==> src/rtl/axi_lite_reg_slice_pkg.sv <==
// Shared types for the AXI4-Lite register slice: per-channel slice modes and
// the AXI-Lite protection/response encodings carried through the slice.
package axi_lite_reg_slice_pkg;

   typedef enum logic [1:0] {
      SLICE_BYPASS = 2'd0,
      SLICE_HALF   = 2'd1,
      SLICE_FULL   = 2'd2
   } slice_mode_e;

   typedef logic [2:0] prot_t;
   typedef logic [1:0] resp_t;

   localparam resp_t RESP_OKAY   = 2'b00;
   localparam resp_t RESP_EXOKAY = 2'b01;
   localparam resp_t RESP_SLVERR = 2'b10;
   localparam resp_t RESP_DECERR = 2'b11;

endpackage

==> src/rtl/axi_lite_slice_chan.sv <==
// Generic valid/ready/payload slice for one channel: bypass wire, 1-entry
// half-rate register, or 2-entry skid buffer selected at elaboration.
module axi_lite_slice_chan
   import axi_lite_reg_slice_pkg::*;
#(
   parameter int          WIDTH = 8,
   parameter slice_mode_e MODE  = SLICE_FULL
) (
   input  logic             clk,
   input  logic             rst,
   input  logic             i_src_valid,
   output logic             o_src_ready,
   input  logic [WIDTH-1:0] i_src_data,
   output logic             o_dst_valid,
   input  logic             i_dst_ready,
   output logic [WIDTH-1:0] o_dst_data,
   output logic             o_idle
);

   generate
      if (MODE == SLICE_BYPASS) begin : gen_bypass
         logic w_unused_clk_rst;
         assign w_unused_clk_rst = clk ^ rst;
         assign o_dst_valid      = i_src_valid;
         assign o_dst_data       = i_src_data;
         assign o_src_ready      = i_dst_ready;
         assign o_idle           = 1'b1;
      end else if (MODE == SLICE_HALF) begin : gen_half
         logic             r_valid;
         logic [WIDTH-1:0] r_data;

         assign o_src_ready = !r_valid;
         assign o_dst_valid = r_valid;
         assign o_dst_data  = r_data;
         assign o_idle      = !r_valid;

         always_ff @(posedge clk or posedge rst) begin
            if (rst) begin
               r_valid <= 1'b0;
            end else if (r_valid) begin
               if (i_dst_ready) r_valid <= 1'b0;
            end else if (i_src_valid) begin
               r_valid <= 1'b1;
            end
         end

         // Payload flops carry no reset; they are only observed behind r_valid.
         always_ff @(posedge clk) begin
            if (!r_valid && i_src_valid) r_data <= i_src_data;
         end
      end else begin : gen_full
         logic             r_m_valid;
         logic             r_k_valid;
         logic [WIDTH-1:0] r_m_data;
         logic [WIDTH-1:0] r_k_data;
         logic             w_accept;
         logic             w_drain;

         assign o_src_ready = !r_k_valid;
         assign o_dst_valid = r_m_valid;
         assign o_dst_data  = r_m_data;
         assign o_idle      = !r_m_valid && !r_k_valid;
         assign w_accept    = i_src_valid && !r_k_valid;
         assign w_drain     = r_m_valid && i_dst_ready;

         always_ff @(posedge clk or posedge rst) begin
            if (rst) begin
               r_m_valid <= 1'b0;
               r_k_valid <= 1'b0;
            end else if (w_drain) begin
               // A full skid blocks accept, so k refilling m never races a new beat.
               if (r_k_valid) begin
                  r_m_valid <= 1'b1;
                  r_k_valid <= 1'b0;
               end else begin
                  r_m_valid <= w_accept;
               end
            end else if (w_accept) begin
               if (r_m_valid) r_k_valid <= 1'b1;
               else           r_m_valid <= 1'b1;
            end
         end

         always_ff @(posedge clk) begin
            if (w_drain) begin
               if (r_k_valid)     r_m_data <= r_k_data;
               else if (w_accept) r_m_data <= i_src_data;
            end else if (w_accept) begin
               if (r_m_valid) r_k_data <= i_src_data;
               else           r_m_data <= i_src_data;
            end
         end
      end
   endgenerate

endmodule

==> src/rtl/axi_lite_reg_slice.sv <==
// AXI4-Lite register slice: five independent channel slices between an
// upstream master (s_axi side) and a downstream slave (m_axi side).
module axi_lite_reg_slice
   import axi_lite_reg_slice_pkg::*;
#(
   parameter int          ADDR_WIDTH = 32,
   parameter int          DATA_WIDTH = 32,
   parameter slice_mode_e AW_MODE    = SLICE_FULL,
   parameter slice_mode_e W_MODE     = SLICE_FULL,
   parameter slice_mode_e B_MODE     = SLICE_FULL,
   parameter slice_mode_e AR_MODE    = SLICE_FULL,
   parameter slice_mode_e R_MODE     = SLICE_FULL,
   localparam int         STRB_WIDTH = DATA_WIDTH / 8
) (
   input  logic                  clk,
   input  logic                  rst,
   // upstream (faces the master)
   input  logic                  i_s_axi_awvalid,
   output logic                  o_s_axi_awready,
   input  logic [ADDR_WIDTH-1:0] i_s_axi_awaddr,
   input  logic [2:0]            i_s_axi_awprot,
   input  logic                  i_s_axi_wvalid,
   output logic                  o_s_axi_wready,
   input  logic [DATA_WIDTH-1:0] i_s_axi_wdata,
   input  logic [STRB_WIDTH-1:0] i_s_axi_wstrb,
   output logic                  o_s_axi_bvalid,
   input  logic                  i_s_axi_bready,
   output logic [1:0]            o_s_axi_bresp,
   input  logic                  i_s_axi_arvalid,
   output logic                  o_s_axi_arready,
   input  logic [ADDR_WIDTH-1:0] i_s_axi_araddr,
   input  logic [2:0]            i_s_axi_arprot,
   output logic                  o_s_axi_rvalid,
   input  logic                  i_s_axi_rready,
   output logic [DATA_WIDTH-1:0] o_s_axi_rdata,
   output logic [1:0]            o_s_axi_rresp,
   // downstream (faces the slave)
   output logic                  o_m_axi_awvalid,
   input  logic                  i_m_axi_awready,
   output logic [ADDR_WIDTH-1:0] o_m_axi_awaddr,
   output logic [2:0]            o_m_axi_awprot,
   output logic                  o_m_axi_wvalid,
   input  logic                  i_m_axi_wready,
   output logic [DATA_WIDTH-1:0] o_m_axi_wdata,
   output logic [STRB_WIDTH-1:0] o_m_axi_wstrb,
   input  logic                  i_m_axi_bvalid,
   output logic                  o_m_axi_bready,
   input  logic [1:0]            i_m_axi_bresp,
   output logic                  o_m_axi_arvalid,
   input  logic                  i_m_axi_arready,
   output logic [ADDR_WIDTH-1:0] o_m_axi_araddr,
   output logic [2:0]            o_m_axi_arprot,
   input  logic                  i_m_axi_rvalid,
   output logic                  o_m_axi_rready,
   input  logic [DATA_WIDTH-1:0] i_m_axi_rdata,
   input  logic [1:0]            i_m_axi_rresp,
   output logic                  idle
);

   localparam int AX_W = ADDR_WIDTH + 3;
   localparam int W_W  = DATA_WIDTH + STRB_WIDTH;
   localparam int B_W  = 2;
   localparam int R_W  = DATA_WIDTH + 2;

   logic [AX_W-1:0] w_aw_dst;
   logic [AX_W-1:0] w_ar_dst;
   logic [W_W-1:0]  w_w_dst;
   logic [B_W-1:0]  w_b_dst;
   logic [R_W-1:0]  w_r_dst;
   logic [4:0]      w_idle;

   axi_lite_slice_chan #(.WIDTH(AX_W), .MODE(AW_MODE)) u_aw (
      .clk         (clk),
      .rst         (rst),
      .i_src_valid (i_s_axi_awvalid),
      .o_src_ready (o_s_axi_awready),
      .i_src_data  ({i_s_axi_awaddr, i_s_axi_awprot}),
      .o_dst_valid (o_m_axi_awvalid),
      .i_dst_ready (i_m_axi_awready),
      .o_dst_data  (w_aw_dst),
      .o_idle      (w_idle[0])
   );

   axi_lite_slice_chan #(.WIDTH(W_W), .MODE(W_MODE)) u_w (
      .clk         (clk),
      .rst         (rst),
      .i_src_valid (i_s_axi_wvalid),
      .o_src_ready (o_s_axi_wready),
      .i_src_data  ({i_s_axi_wdata, i_s_axi_wstrb}),
      .o_dst_valid (o_m_axi_wvalid),
      .i_dst_ready (i_m_axi_wready),
      .o_dst_data  (w_w_dst),
      .o_idle      (w_idle[1])
   );

   axi_lite_slice_chan #(.WIDTH(B_W), .MODE(B_MODE)) u_b (
      .clk         (clk),
      .rst         (rst),
      .i_src_valid (i_m_axi_bvalid),
      .o_src_ready (o_m_axi_bready),
      .i_src_data  (i_m_axi_bresp),
      .o_dst_valid (o_s_axi_bvalid),
      .i_dst_ready (i_s_axi_bready),
      .o_dst_data  (w_b_dst),
      .o_idle      (w_idle[2])
   );

   axi_lite_slice_chan #(.WIDTH(AX_W), .MODE(AR_MODE)) u_ar (
      .clk         (clk),
      .rst         (rst),
      .i_src_valid (i_s_axi_arvalid),
      .o_src_ready (o_s_axi_arready),
      .i_src_data  ({i_s_axi_araddr, i_s_axi_arprot}),
      .o_dst_valid (o_m_axi_arvalid),
      .i_dst_ready (i_m_axi_arready),
      .o_dst_data  (w_ar_dst),
      .o_idle      (w_idle[3])
   );

   axi_lite_slice_chan #(.WIDTH(R_W), .MODE(R_MODE)) u_r (
      .clk         (clk),
      .rst         (rst),
      .i_src_valid (i_m_axi_rvalid),
      .o_src_ready (o_m_axi_rready),
      .i_src_data  ({i_m_axi_rdata, i_m_axi_rresp}),
      .o_dst_valid (o_s_axi_rvalid),
      .i_dst_ready (i_s_axi_rready),
      .o_dst_data  (w_r_dst),
      .o_idle      (w_idle[4])
   );

   assign {o_m_axi_awaddr, o_m_axi_awprot} = w_aw_dst;
   assign {o_m_axi_araddr, o_m_axi_arprot} = w_ar_dst;
   assign {o_m_axi_wdata, o_m_axi_wstrb}   = w_w_dst;
   assign o_s_axi_bresp                    = w_b_dst;
   assign {o_s_axi_rdata, o_s_axi_rresp}   = w_r_dst;
   assign idle                             = &w_idle;

endmodule

==> config.mk <==
export PLATFORM = sky130hd
export DESIGN_NAME = axi_lite_reg_slice
export DESIGN_NICKNAME = d
export VERILOG_FILES = /design/src/rtl/axi_lite_reg_slice_pkg.sv /design/src/rtl/axi_lite_slice_chan.sv /design/src/rtl/axi_lite_reg_slice.sv
export SDC_FILE = /design/constraint.sdc
export NUM_CORES = 1
export LEC_CHECK = 0
export ABC_AREA = 1
export CAP_MARGIN = 20
export CORE_MARGIN = 2
export CORE_UTILIZATION = 50
export DETAILED_ROUTE_END_ITERATION = 16
export DONT_BUFFER_PORTS = 1
export GPL_TIMING_DRIVEN = 1
export PLACE_DENSITY = 0.64
export SLEW_MARGIN = 20
export SYNTH_ARGS = -nofsm -noshare
export SYNTH_HDL_FRONTEND = slang
export SYNTH_HIERARCHICAL = 1
export SYNTH_SLANG_ARGS = --single-unit
==> constraint.sdc <==
create_clock -name clk -period 3 [get_ports clk]
set_input_delay 0.3 -clock clk [delete_from_list [all_inputs] [get_ports clk]]
set_output_delay 0.3 -clock clk [all_outputs]
set_load 0.005 [all_outputs]
# Word-level counts from Yosys, hierarchy flattened

Index checks and enable logic that the tools add are counted.

Register bits: 294
Latch bits: 0
Memory bits (writable): 0
ROM bits: 0
Output and inout port bits: 153
Memories kept: 0

$add $sub $neg: 0
Multipliers: 0
Div/mod/pow operators: 0
Order comparisons: 0
Eq/ne operators: 5
Shift operators: 0
Multiplexer cells: 55
Bitwise operators: 5
Reduce and logical (&&, ||, !) cells: 56

Operator list:

| kind                 | number |
|---|---|
| $mux W35             | 10 |
| $mux W36             | 5 |
| $mux W34             | 5 |
| $mux W1              | 30 |
| $reduce_and A3 Y1    | 10 |
| $reduce_bool A2 Y1   | 15 |
| $logic_and A1 B1 Y1  | 15 |
| $logic_not A1 Y1     | 10 |
| $mux W2              | 5 |
| $ne A2 B2 Y1 const B | 5 |
| $reduce_and A2 Y1    | 5 |
| $not A1 Y1           | 5 |
| $reduce_and A5 Y1    | 1 |

# Longest topological paths before layout

Gate-level depths: netlist of the first run.

Depth in word-level cells: 5
Depth in mapped cells: 6
Gate-level depth less buffers: 4

# Modules after synthesis

Netlist of the first run, hierarchy kept.

Modules (own cells, without submodules):

| module                         | times used | cells an instance | area each (µm²) | seq. area each (µm²) |
|---|---|---|---|---|
| axi_lite_slice_chan (u_ar ...) | 2          | 213               | 2844.0          | 2152.1 |
| axi_lite_slice_chan (u_w)      | 1          | 218               | 2889.0          | 2212.1 |
| axi_lite_slice_chan (u_r)      | 1          | 206               | 2736.4          | 2092.0 |
| axi_lite_slice_chan (u_b)      | 1          | 33                | 284.0           | 170.2 |
| axi_lite_reg_slice             | 1          | 3                 | 12.5            | 0.0 |

# Worst setup path before layout of the first run

No wires, ideal clock.

Kind: register to register
From: register u_w.gen_full.r_m_valid (netlist: u_w/o_dst_valid)
To: register u_w.gen_full.r_m_data[0] (netlist: u_w/o_dst_data[0]), enable pin
Library setup time: 0.441 ns
Arrival: 2.566 ns
Setup slack: -0.007 ns
Cell stages (with the launch flop): 5
Path buffers: 2
Period minus slack after synthesis: 3.007 ns
Cells stage by stage: dfrtp_1 buf_2 buf_2 nand2_1 a21oi_1

Longest elaborated chain between the ends: 3

RTL lines:

| what                                                                       | RTL line                  | text |
|---|---|---|
| from (decl)                                                                | axi_lite_slice_chan.sv:52 | `logic r_m_valid;` |
| from (signal assigned)                                                     | axi_lite_slice_chan.sv:76 | `r_m_valid <= w_accept;` |
| $logic_and A1 B1 Y1                                                        | axi_lite_slice_chan.sv:64 | `assign w_drain = r_m_valid && i_dst_ready;` |
| $ne A2 B2 Y1 (no source line) / $reduce_bool A2 Y1 (equally long branches) | n/a                       |  |
| $reduce_and A3 Y1 (no source line) *                                       | n/a                       |  |
| to (signal assigned)                                                       | axi_lite_slice_chan.sv:86 | `if (r_k_valid) r_m_data <= r_k_data;` |
| to (signal assigned)                                                       | axi_lite_slice_chan.sv:87 | `else if (w_accept) r_m_data <= i_src_data;` |
| to (signal assigned)                                                       | axi_lite_slice_chan.sv:90 | `else r_m_data <= i_src_data;` |
| to (decl)                                                                  | axi_lite_slice_chan.sv:54 | `logic [WIDTH-1:0] r_m_data;` |

Mark *: on every way between the ends. The rest lies on a longest branch, timed or not.
A chain may end at the register's enable or synchronous reset.

# Worst setup path in the final report of the first run

From: input port i_s_axi_rready
To: register u_r.gen_full.r_m_data[21] (netlist: u_r/o_dst_data[21]), enable pin

Longest elaborated chain between the ends: 3

RTL lines:

| what                                                                       | RTL line                  | text |
|---|---|---|
| from (decl)                                                                | axi_lite_reg_slice.sv:34  | `input logic i_s_axi_rready,` |
| $logic_and A1 B1 Y1 *                                                      | axi_lite_slice_chan.sv:64 |  |
| $ne A2 B2 Y1 (no source line) / $reduce_bool A2 Y1 (equally long branches) | n/a                       |  |
| $reduce_and A3 Y1 (no source line) *                                       | n/a                       |  |
| to (signal assigned)                                                       | axi_lite_slice_chan.sv:86 |  |
| to (signal assigned)                                                       | axi_lite_slice_chan.sv:87 |  |
| to (signal assigned)                                                       | axi_lite_slice_chan.sv:90 |  |
| to (decl)                                                                  | axi_lite_slice_chan.sv:54 |  |

Marked as above.

==> flow_metrics.py, run 1 <==
metrics = {
    "clock_tree": {
        "htreeDepth": 1,
        "clock-sinks": 294,
        "path_clk_slew_ns": 0.06,
        "cts_tree": "built",
        "cts_made_buffers": 31,
        "clockRootBuffer": "clkbuf_16",
        "clock_latency_ns": 0.54,
        "post_cts_buffers": 0,
        "clockBufferDepth": 3,
    },
    "worst_hold_path": {
        "worstHoldStart": "i_m_axi_wready",
        "min_path_type": "input port to register",
        "holdPathEnd": "u_w/o_dst_data[20]",
        "hold_path_depth": 2,
    },
    "global_route": {
        "antenna_found_initial": 2,
        "first_global_vias": 7466,
        "grt.total_usage": 0.211,
        "met3_usage": 0.0667,
        "grtUsageMet1": 0.259,
        "grt_overflow": 0,
        "grt_pass1_wl_um": 40700,
        "gr-usage-met2": 0.353,
        "busiest_layer": "met2",
        "grt_max_degree": 41,
    },
    "timing": {
        "tns_ns": 0,
        "max_freq_mhz": 420,
        "period_needed_ns": 2.38,
        "clock_skew_ns": 0.00795,
        "grt_setup_unrepaired": "no",
        "tightest_slew_ns": 1.01,
        "slew_viol_final": 0,
        "slew_headroom": 0.323,
        "hold_ws_ns": 0.0216,
        "setup_viol": 0,
        "post-route-period-util": 0.793,
        "hold_viol_final": 0,
    },
    "detailed_routing": {
        "via_per_inst": 5.60,
        "ant_nets": 0,
        "drcViolationCount": 0,
        "vias": 7538,
        "drtIter0Drc": 515,
        "totalWireLength_um": 26300,
        "wire_per_inst_um": 19.5,
        "drt_pass1_iterations": 5,
    },
    "cells_and_area": {
        "final_cell_mix": "322 x nand2_1, 284 x edfxtp_1, 160 x dlygate4sd3_1",
        "mostFrequentLayoutCell": "nand2_1",
        "drive_gt1_frac": 0.0822,
        "syn2layout_area_growth_pct": 24.4,
        "nets": 1188,
    },
    "die": {
        "die_w_um": 156,
        "die_area_um2": 24500,
        "die_y_um": 156,
        "num_rows": 55,
        "initial_core_util": 0.511,
        "core_um2": 22700,
        "ios": 307,
    },
    "yosys": {
        "netlist-cell-type-count": 15,
        "syn_area_um2": 11600,
        "synthCells": 886,
        "avgSynthCellArea_um2": 13.1,
        "seq_area_frac_synth": 0.756,
        "syn-num-nets": 1040,
        "ys_warn_count": 6,
        "synth_seq_cells": 294,
    },
    "worst_setup_path": {
        "cp_max_fo": 28,
        "rr_worst_depth": 4,
        "r2r_slack_ns": 0.85,
        "worstPathRequired_ns": 3.22,
        "r2r_end": "u_r/o_dst_data[18]",
        "worst_setup_path_end_kind": "register",
        "crit_arrival_ns": 2.60,
        "cp-start-kind": "input port",
        "path_class": "input port to register",
        "r2r-start": "u_r/gen_full.r_k_valid",
    },
    "pwr": {
        "p_int_mw": 8.73,
        "clockPowerShare": 0.302,
        "p_leak_nw": 5.60,
        "p_switching_mw": 3.76,
        "peakVddDrop_v": 0.000680,
        "pwr-share-comb": 0.186,
        "power_mw": 12.5,
        "swShare": 0.301,
        "powerDensity_nw_per_um2": 865,
        "seqPwrFrac": 0.512,
    },
    "placement": {
        "gp_congestion": 0.801,
        "io_buffers": 0,
        "dp_hpwl_um": 15400,
    },
    "run": {
        "maxCapViolCount": 0,
    },
    "status": {
        "status": "completed",
    },
}
[worst max-delay path, stage by stage]
cell           delay (ns)
dlygate4sd3_1        1.21
nor2_1               0.24
a21oi_4              0.46
buf_4                0.38
[state kept, by name (all words and copies together), names as in the netlist, 2 cells and up]
register / flops
u_ar/gen_full.r_k_data: 35
u_ar/o_dst_data: 35
u_aw/gen_full.r_k_data: 35
u_aw/o_dst_data: 35
u_b/gen_full.r_k_data: 2
u_b/o_dst_data: 2
u_r/gen_full.r_k_data: 34
u_r/o_dst_data: 34
u_w/gen_full.r_k_data: 36
u_w/o_dst_data: 36
[how the worst max path moves through the flow]
stage / end / slack (ns) / cells past startpoint / start
after global placement: u_r/o_dst_data[5] / 0.94 / 4 / u_r/o_dst_valid
after floorplan: u_ar/o_dst_data[0] / 0.07 / 5 / u_ar/o_dst_valid
after global routing: u_r/o_dst_data[9] / 0.43 / 4 / i_s_axi_rready
final: u_r/o_dst_data[21] / 0.62 / 4 / i_s_axi_rready
after detailed placement: u_r/o_dst_data[1] / 0.89 / 4 / u_r/o_dst_valid
after CTS: u_r/o_dst_data[21] / 0.60 / 4 / i_s_axi_rready
[area by class of cell]
cell class | count | area (µm²)
Timing Repair Buffer | 182 | 1850
Clock inverter | 16 | 160
Fill cell | 1647 | 8260
Inverter | 30 | 113
Tap cell | 285 | 357
Antenna cell | 2 | 5.00
Multi-Input combinational cell | 495 | 2330
Sequential cell | 294 | 8780
Clock buffer | 41 | 853
[Yosys cell counts, drive strengths merged]
cell	number	area, µm²
nand2	322	1210
dfrtp	10	250
nor2	17	71.3
nand3	10	92.6
a21oi	4	20.0
edfxtp	284	8530
buf	67	438
nand4	142	888
inv	30	113
[metrics by stage]
| step | util | setup slack, ns | instances | area (µm²) |
|---|---|---|---|---|
| after global placement | 0.518 | 0.938 | 1123 | 11800 |
| after floorplan | - | 0.0711 | 886 | 11600 |
| after CTS | 0.635 | 0.602 | 1342 | 14400 |
| after global routing | 0.636 | 0.429 | 1344 | 14400 |
| after detailed placement | 0.518 | 0.888 | 1123 | 11800 |
| final | 0.636 | 0.621 | 1345 | 14400 |
[logic make-up (layout without fill, tap and decap cells)]
kind of cell / count (synthesis) / count (layout) / share of synthesized area
AOI/OAI and AO/OA: 4 / 4 / 0.00172
buffers and inverters: 97 / 269 / 0.0474
and+or+nand+nor: 491 / 491 / 0.195
DFF: 294 / 294 / 0.756
other: 0 / 2 / 0
[power groups by stage]
stage          clock network (mW)  registers [mW]  logic, mW
2_1_floorplan                   0            6.18       1.72
3_3_place_gp                    0            6.48       2.01
3_5_place_dp                    0            6.48       2.06
4_1_cts                      3.84            6.41       2.33
5_1_grt                      3.98            6.51       2.59
6_report                     3.77            6.39       2.33
[routing by layer]
metal | vias up | share of wire
met2 | 335 | 0.50
met3 | 62 | 0.084
li1 | 3498 | -
met5 | - | 0
met1 | 3643 | 0.38
met4 | 0 | 0.034
[timing repair]
| action | in CTS | in global routing |
|---|---|---|
| gates resized for setup | 0 | 0 |
| hold endpoints to repair | 304 | 1 |
| hold buffers | 162 | 1 |
Note: power is estimated with default switching activity, not from simulation.
==> inputs of run 2 (changes only) <==
- clock period: 3 -> 2 ns (I/O delays scaled with it)
==> run 2 against run 1 <==
Compared with the run above:
- setup slack lost 0.48 ns
- highest routed layer unchanged
- hold slack better by 0.018 ns
- clock skew up 0.0054 ns
- sequential share of layout area is 0.35 points lower
- global-route usage is 0.56 points lower
- clock power increased by 43%
- combinational power is 62% higher
- sequential cell count unchanged
- power increased by 49%
- wire length is 2.4% lower
==> flow_metrics.py, run 2 (synthesized netlist as in run 1, its figures left out) <==
metrics = {
    "detailed_routing": {
        "via_per_inst": 5.49,
        "drtIter0Drc": 529,
        "wire_per_inst_um": 18.9,
        "vias": 7445,
        "drt_pass1_iterations": 5,
        "totalWireLength_um": 25700,
        "ant_nets": 0,
        "drcViolationCount": 0,
    },
    "cells_and_area": {
        "final_core_util": 0.640,
        "fillCellCount": 1638,
        "nets": 1203,
        "final_cell_mix": "322 x nand2_1, 284 x edfxtp_1, 158 x dlygate4sd3_1",
        "drive_gt1_frac": 0.0974,
        "mostFrequentLayoutCell": "nand2_1",
        "syn2layout_area_growth_pct": 25.2,
    },
    "timing": {
        "slew_viol_final": 0,
        "tns_ns": 0,
        "period_needed_ns": 1.86,
        "max_freq_mhz": 539,
        "grt_setup_unrepaired": "no",
        "setup_viol": 0,
        "tightest_slew_ns": 0.590,
        "slew_headroom": 0.607,
        "post-route-period-util": 0.928,
        "hold_viol_final": 0,
        "clock_skew_ns": 0.0134,
    },
    "clock_tree": {
        "cts_tree": "built",
        "path_clk_slew_ns": 0.06,
        "clockBufferDepth": 3,
        "htreeDepth": 1,
        "clock-sinks": 294,
        "cts_made_buffers": 30,
        "clockRootBuffer": "clkbuf_16",
        "clock_latency_ns": 0.55,
        "post_cts_buffers": 0,
    },
    "pwr": {
        "peakVddDrop_v": 0.000909,
        "p_leak_nw": 5.65,
        "powerDensity_nw_per_um2": 1280,
    },
    "worst_setup_path": {
        "path_class": "register to output pin",
        "cp_cell_sequence": "buf_4 -> nor2_2 -> nand3_2 -> nor2_4",
        "crit_slowest_cell": "dfrtp_2",
        "cp-start-kind": "register",
        "r2r_slack_ns": 0.23,
        "worstPathRequired_ns": 1.80,
        "setup.worst_path.end": "idle",
        "cpPeakStageDelay_ns": 0.46,
        "r2r-start": "u_ar/gen_full.r_k_valid",
        "r2r_end": "u_ar/o_dst_data[14]",
        "cp_top_family": "flip-flops",
        "cp_max_fo": 20,
        "worst_setup_path_end_kind": "output pin",
        "crit_cells": 4,
        "cp.buffers_inverters": 1,
        "startpoint": "u_ar/o_dst_valid",
        "crit_arrival_ns": 1.66,
        "rr_worst_depth": 3,
    },
    "global_route": {
        "grt_max_degree": 40,
        "first_global_vias": 7250,
        "grt_overflow": 0,
        "grt_pass1_wl_um": 39800,
        "antenna_found_initial": 1,
        "grt.total_usage": 0.205,
    },
    "die": {
        "core_um2": 22700,
        "die_w_um": 156,
        "initial_core_util": 0.511,
        "num_rows": 55,
        "ios": 307,
        "die_area_um2": 24500,
        "die_y_um": 156,
    },
    "placement": {
        "io_buffers": 0,
        "gp_congestion": 0.792,
        "dp_hpwl_um": 15600,
    },
    "status": {
        "status": "completed",
    },
    "worst_hold_path": {
        "min_path_type": "input port to register",
    },
    "run": {
        "maxCapViolCount": 0,
    },
}
==> run 2: cell types whose count changed in the layout (fill, tap and decap cells not counted), moves of 2 or more <==
cell	before	now
dlygate4sd3_1	160	158
nor2_1	14	12
buf_4	15	32
clkinv_2	7	5
diode_2	2	4
==> run 2: final cells by class <==
class,count,area [µm²],share of cell area
Clock inverter,10,96.3,0.00663
Multi-Input combinational cell,495,2340,0.161
Sequential cell,294,8780,0.604
Timing Repair Buffer,198,1980,0.136
Clock buffer,41,853,0.0587
Inverter,30,113,0.00775
Tap cell,285,357,0.0245
Antenna cell,4,10.0,0.000689
==> run 2: how the worst min path moves through the flow <==
| stage | from | end | slack (ns) | depth (start not counted) |
|---|---|---|---|---|
| after CTS | i_m_axi_wready | u_w/o_dst_valid | 0.009 | 4 |
| after detailed placement | rst | u_r/gen_full.r_k_valid | -0.05 | 1 |
| after floorplan | rst | u_ar/gen_full.r_k_valid | -0.06 | 1 |
| after global routing | i_m_axi_wready | u_w/o_dst_valid | 0.06 | 4 |
| after global placement | rst | u_r/gen_full.r_k_valid | -0.05 | 1 |
| final | i_m_axi_wready | u_w/o_dst_valid | 0.04 | 4 |
==> run 2: worst min-delay path: stages <==
cell,delay [ns]
buf_12,0.16
inv_1,0.06
nand2_1,0.04
nand3_1,0.08
==> run 2: metrics by stage <==
| step | cells | cell area, µm² | setup WS [ns] | power [mW] | hold slack, ns |
|---|---|---|---|---|---|
| 2_1_floorplan | 886 | 11700 | 0.0362 | 11.9 | -0.0588 |
| 5_1_grt | 1353 | 14500 | 0.00372 | 19.5 | 0.0612 |
| 3_3_place_gp | 1140 | 11900 | 0.381 | 12.9 | -0.0524 |
| 4_1_cts | 1353 | 14500 | 0.0109 | 18.8 | 0.00911 |
| 6_report | 1357 | 14500 | 0.144 | 18.6 | 0.0396 |
| 3_5_place_dp | 1140 | 11900 | 0.308 | 12.9 | -0.0499 |
==> run 2: report_power, final <==
part           total (mW)  internal, mW  switching [mW]  leakage [nW]
registers            9.48          8.66           0.821          2.77
logic                3.78          1.23            2.55          2.41
clock network        5.38          3.20            2.18         0.470
==> run 2: what timing repair did <==
action | in CTS | in global routing
endpoints found under the setup margin | 1 | 1
resized for setup | 4 | 1
hold endpoints to repair | 308 | 0
hold buffers | 162 | 0
==> run 2: layer usage <==
metal / wire (µm) / track usage
met1: 10000 / 0.268
met2: 12400 / 0.329
met3: 2540 / 0.0684
met4: 692 / 0.0599
met5: 0 / 0
